[src/rtl/ahb_switch_button_in.sv]
// rtl/ahb_switch_button_in.sv - AHB-Lite slave for board switches and buttons.
// Synchronised switches, debounced buttons, sticky W1C press flags and a level IRQ.
module ahb_switch_button_in #(
    parameter int DEBOUNCE_CYCLES = 16,
    parameter int NUM_SWITCHES    = 16,
    parameter int NUM_BUTTONS     = 2
) (
    input  logic                    HCLK,
    input  logic                    HRESET,
    input  logic                    HSEL,
    input  logic [31:0]             HADDR,
    input  logic [1:0]              HTRANS,
    input  logic                    HWRITE,
    input  logic [2:0]              HSIZE,
    input  logic [31:0]             HWDATA,
    input  logic                    HREADY,
    output logic [31:0]             HRDATA,
    output logic                    HREADYOUT,
    output logic                    HRESP,
    input  logic [NUM_SWITCHES-1:0] Switches,
    input  logic [NUM_BUTTONS-1:0]  Buttons,
    output logic                    IRQ
);

    localparam int CW = $clog2(DEBOUNCE_CYCLES) + 1;
    localparam logic [CW-1:0] CNT_MAX = CW'(DEBOUNCE_CYCLES - 1);

    logic [NUM_SWITCHES-1:0] sw_meta_q, sw_sync_q;
    logic [NUM_BUTTONS-1:0]  btn_meta_q, btn_sync_q;
    logic [NUM_BUTTONS-1:0]  deb_q, deb_d;
    logic [NUM_BUTTONS-1:0]  press_q, press_d;
    logic [NUM_BUTTONS-1:0]  irq_en_q, irq_en_d;
    logic [CW-1:0]           cnt_q [NUM_BUTTONS];
    logic [CW-1:0]           cnt_d [NUM_BUTTONS];
    logic                    dp_valid_q, dp_valid_d;
    logic                    dp_write_q, dp_write_d;
    logic [1:0]              dp_addr_q, dp_addr_d;
    logic                    irq_q;
    logic                    wr_en;
    logic [NUM_BUTTONS-1:0]  w1c_mask;
    logic [31:0]             rdata;

    wire unused_ok = &{1'b0, HSIZE, HADDR[31:4], HADDR[1:0], HTRANS[0],
                       HWDATA[31:NUM_BUTTONS]};

    always_comb begin
        deb_d = deb_q;
        cnt_d = cnt_q;
        for (int b = 0; b < NUM_BUTTONS; b++) begin
            if (btn_sync_q[b] == deb_q[b]) begin
                cnt_d[b] = '0;
            end else if (cnt_q[b] == CNT_MAX) begin
                deb_d[b] = btn_sync_q[b];
                cnt_d[b] = '0;
            end else begin
                cnt_d[b] = cnt_q[b] + CW'(1);
            end
        end

        wr_en    = dp_valid_q & dp_write_q;
        w1c_mask = (wr_en && dp_addr_q == 2'd2) ? HWDATA[NUM_BUTTONS-1:0] : '0;
        // A rising debounced edge in the same cycle as a W1C keeps the flag set.
        press_d  = (press_q & ~w1c_mask) | (deb_d & ~deb_q);
        irq_en_d = (wr_en && dp_addr_q == 2'd3) ? HWDATA[NUM_BUTTONS-1:0] : irq_en_q;

        dp_valid_d = HSEL & HREADY & HTRANS[1];
        dp_write_d = dp_valid_d & HWRITE;
        dp_addr_d  = dp_valid_d ? HADDR[3:2] : 2'd0;

        rdata = '0;
        if (dp_valid_q && !dp_write_q) begin
            case (dp_addr_q)
                2'd0:    rdata[NUM_SWITCHES-1:0] = sw_sync_q;
                2'd1:    rdata[NUM_BUTTONS-1:0]  = deb_q;
                2'd2:    rdata[NUM_BUTTONS-1:0]  = press_q;
                default: rdata[NUM_BUTTONS-1:0]  = irq_en_q;
            endcase
        end
    end

    always_ff @(posedge HCLK) begin
        if (HRESET) begin
            sw_meta_q  <= '0;
            sw_sync_q  <= '0;
            btn_meta_q <= '0;
            btn_sync_q <= '0;
            deb_q      <= '0;
            press_q    <= '0;
            irq_en_q   <= '0;
            for (int b = 0; b < NUM_BUTTONS; b++) cnt_q[b] <= '0;
            dp_valid_q <= 1'b0;
            dp_write_q <= 1'b0;
            dp_addr_q  <= 2'd0;
            irq_q      <= 1'b0;
        end else begin
            sw_meta_q  <= Switches;
            sw_sync_q  <= sw_meta_q;
            btn_meta_q <= Buttons;
            btn_sync_q <= btn_meta_q;
            deb_q      <= deb_d;
            press_q    <= press_d;
            irq_en_q   <= irq_en_d;
            for (int b = 0; b < NUM_BUTTONS; b++) cnt_q[b] <= cnt_d[b];
            dp_valid_q <= dp_valid_d;
            dp_write_q <= dp_write_d;
            dp_addr_q  <= dp_addr_d;
            irq_q      <= |(press_q & irq_en_q);
        end
    end

    assign HRDATA    = rdata;
    assign HREADYOUT = 1'b1;
    assign HRESP     = 1'b0;
    assign IRQ       = irq_q;

endmodule
[config.mk]
export PLATFORM = sky130hd
export DESIGN_NAME = ahb_switch_button_in
export DESIGN_NICKNAME = d
export VERILOG_FILES = /design/src/rtl/ahb_switch_button_in.sv
export SDC_FILE = /design/constraint.sdc
export NUM_CORES = 1
export LEC_CHECK = 0
export CAP_MARGIN = 5
export CORE_MARGIN = 2
export CORE_UTILIZATION = 39
export CTS_CLUSTER_SIZE = 40
export DETAILED_ROUTE_END_ITERATION = 16
export PLACE_DENSITY = 0.91
export SETUP_SLACK_MARGIN = 0.1
export SLEW_MARGIN = 20
export SYNTH_ARGS = -nofsm -noshare
export SYNTH_HDL_FRONTEND = slang
export SYNTH_SLANG_ARGS = --single-unit
[constraint.sdc]
create_clock -name HCLK -period 3.52 [get_ports HCLK]
set_input_delay 0.528 -clock HCLK [delete_from_list [all_inputs] [get_ports HCLK]]
set_output_delay 0.528 -clock HCLK [all_outputs]
set_load 0.005 [all_outputs]
==> reports/metrics.yaml <==
regToRegSetupSlack_ns: 1.96
crit_path_start_kind: "register"
whs_ns: 0.4348
drc_errors: 0
clock_skew_ns: 0.006153
reg2regPathDepth: 5
postSynth.asyncResetShare: 0
grt_pass1_wl_microns: 5547
cp.required_ns: 2.99
vias: 1297
clk_pin_slew_ns: 0.06
grt_max_degree: 31
fp.dieArea_sq_mm: 0.005922
syn2layout_area_growth_pct: 34.36
clkSinkCount: 57
wire_per_inst_microns: 10.67
design_area_sq_mm: 0.002789
power.density_mw_per_mm2: 560.8
hpwl_microns: 2377
die_x_microns: 76.96
dp_slack_ns: 1.352
initial_core_util: 0.4064
ios: 127
cts_setup_buffers: 0
syn_inst: 193
globalRouteOverflowTotal: 0
worstSetupPathType: "register to output port"
htreeDepth: 3
setup_viol: 0
core_area_sq_mm: 0.005107
drtAntennaViolNets: 0
die_h_microns: 76.96
whs_path_depth: 1
final_common_cell: "dfxtp_1"
finalNetCount: 337
cts_tree: "done"
crit-reg2reg-launch: "cnt_q[0]"
vdd_ir_drop_max_mv: 0.3313
crit_path_start: "dp_addr_q[0]"
diodes: 0
grt_pass1_vias: 1246
synth_edf_count: 0
worstPathArrival_ns: 2.00
period_needed_ns: 2.526
cp_max_fo: 5
yosys.area.top_type: "dfxtp_1"
track_usage: 0.1292
viasPerCell: 4.104
setup.worst_path.end_class: "output port"
min-delay-start: "sw_meta_q[13]"
synth_seq_area_share: 0.5497
numCtsBuffers: 9
rows: 26
total_power_mw: 1.564
grt_antenna_before_repair: 0
hold_buffers: 0
hold_viol_final: 0
maxSlewHeadroom: 0.5905
min_to: "sw_sync_q[13]"
r2r-end: "cnt_q[2]"
setup_slack_ns: 0.9939
p_leak_nw: 1.122
synthTopCellsByArea: "dfxtp_1, nor2b_1, buf_4"
setup_tns_ns: 0
numPortBuffers: 44
cts_resized: 0
rsz0062_at_grt: "false"
finalMaxSlewViolations: 0
status: "complete, no violations"
synth.distinct_cells: 28
drv_cap: 0
clk_latency_ns: 0.34
fillers: 440
synth_top_area_share: 0.5497
place_area_sq_mm: 0.002512
tightest_slew_ns: 0.6124
syn_area_per_cell_sq_um: 10.76
drt_wl_total_microns: 3371
final_cell_mix: "dfxtp_1, clkdlybuf4s50_1, nor2b_1, conb_1, and2_1"
clockBufferDepth: 2
synth_area_sq_mm: 0.002076
synth_flop_cell: "dfxtp_1"
dr.pass1.iters: 4
layout-drive-gt1-share: 0.08943
gp_congestion: 0.7429
cts_root_buf: "clkbuf_8"
fmaxAchievable_mhz: 395.9
synth_seq_cells: 57
period_share: 0.7176
yosysWarnings: 0
hp-class: "register to register"
drt_iter0_drc: 42
-- through the flow --
stage,cells,util
6_report,316,0.5461
3_3_place_gp,300,0.4919
5_1_grt,316,0.5461
4_1_cts,316,0.5461
3_5_place_dp,300,0.4919
2_1_floorplan,209,-
-- flip-flops by register name, summed over array words and instances, names as in the netlist, 2 cells and up --
signal      cells
dp_addr_q       2
deb_q           2
sw_sync_q      16
btn_sync_q      2
irq_en_q        2
sw_meta_q      16
press_q         2
btn_meta_q      2
cnt_q          10
-- cells in the mapped netlist (4+ instances only) --
master / instances
clkbuf_1: 4
inv_1: 6
ha_1: 4
dfxtp_1: 57
nor2_1: 15
and2_1: 17
xnor2_1: 4
nor2b_1: 37
mux2i_1: 4
buf_4: 18
-- layer usage --
| layer | GRT usage | up-vias | share of wire |
|---|---|---|---|
| li1 | - | 669 | - |
| met5 | 0 | - | 0 |
| met2 | 0.2167 | 40 | 0.51 |
| met3 | 0.07647 | 7 | 0.048 |
| met4 | 0.06545 | 0 | 0.020 |
| met1 | 0.1251 | 581 | 0.42 |
-- logic make-up after synthesis --
| logic type | Yosys count | synth area share |
|---|---|---|
| AOI/OAI and AO/OA | 5 | 0.01326 |
| xor gates and xnor gates | 6 | 0.02532 |
| adders and majority gates | 4 | 0.02411 |
| buffers and inverters | 30 | 0.08740 |
| DFF | 57 | 0.5497 |
| muxes | 6 | 0.04461 |
| other | 2 | 0.003618 |
| and+or+nand+nor | 83 | 0.2520 |
-- how the worst max path moves through the flow --
| stage | end | slack [ns] | depth (start not counted) |
|---|---|---|---|
| global placement | HRDATA[0] | 1.39 | 3 |
| floorplan | HRDATA[1] | 1.88 | 2 |
| global route | HRDATA[0] | 0.92 | 3 |
| CTS | HRDATA[0] | 0.97 | 3 |
| finish | HRDATA[0] | 0.99 | 3 |
| detailed placement | HRDATA[0] | 1.35 | 3 |
-- critical path: stages, from the launching register on --
cell and delay [ns]:
dfxtp_1 0.47, mux4_1 0.62, nor2b_4 0.15, clkdlybuf4s50_1 0.43
-- power by group --
| group | switching [mW] | internal [mW] |
|---|---|---|
| combinational | 0.0245 | 0.0430 |
| sequential | 0.00599 | 0.666 |
| clock | 0.246 | 0.579 |
| total | 0.276 | 1.29 |
-- final cells by class --
| cell class | count | area, sq um | share of cell area |
|---|---|---|---|
| tap | 70 | 87.58 | 0.03140 |
| multi-input combinational | 122 | 813.3 | 0.2916 |
| clock buffer | 11 | 151.4 | 0.05428 |
| timing repair buffer | 45 | 447.9 | 0.1606 |
| inverter | 6 | 22.52 | 0.008075 |
| sequential | 57 | 1141 | 0.4092 |
| clock inverter | 5 | 125.1 | 0.04486 |
No activity file was read; power rests on OpenSTA's default activity.
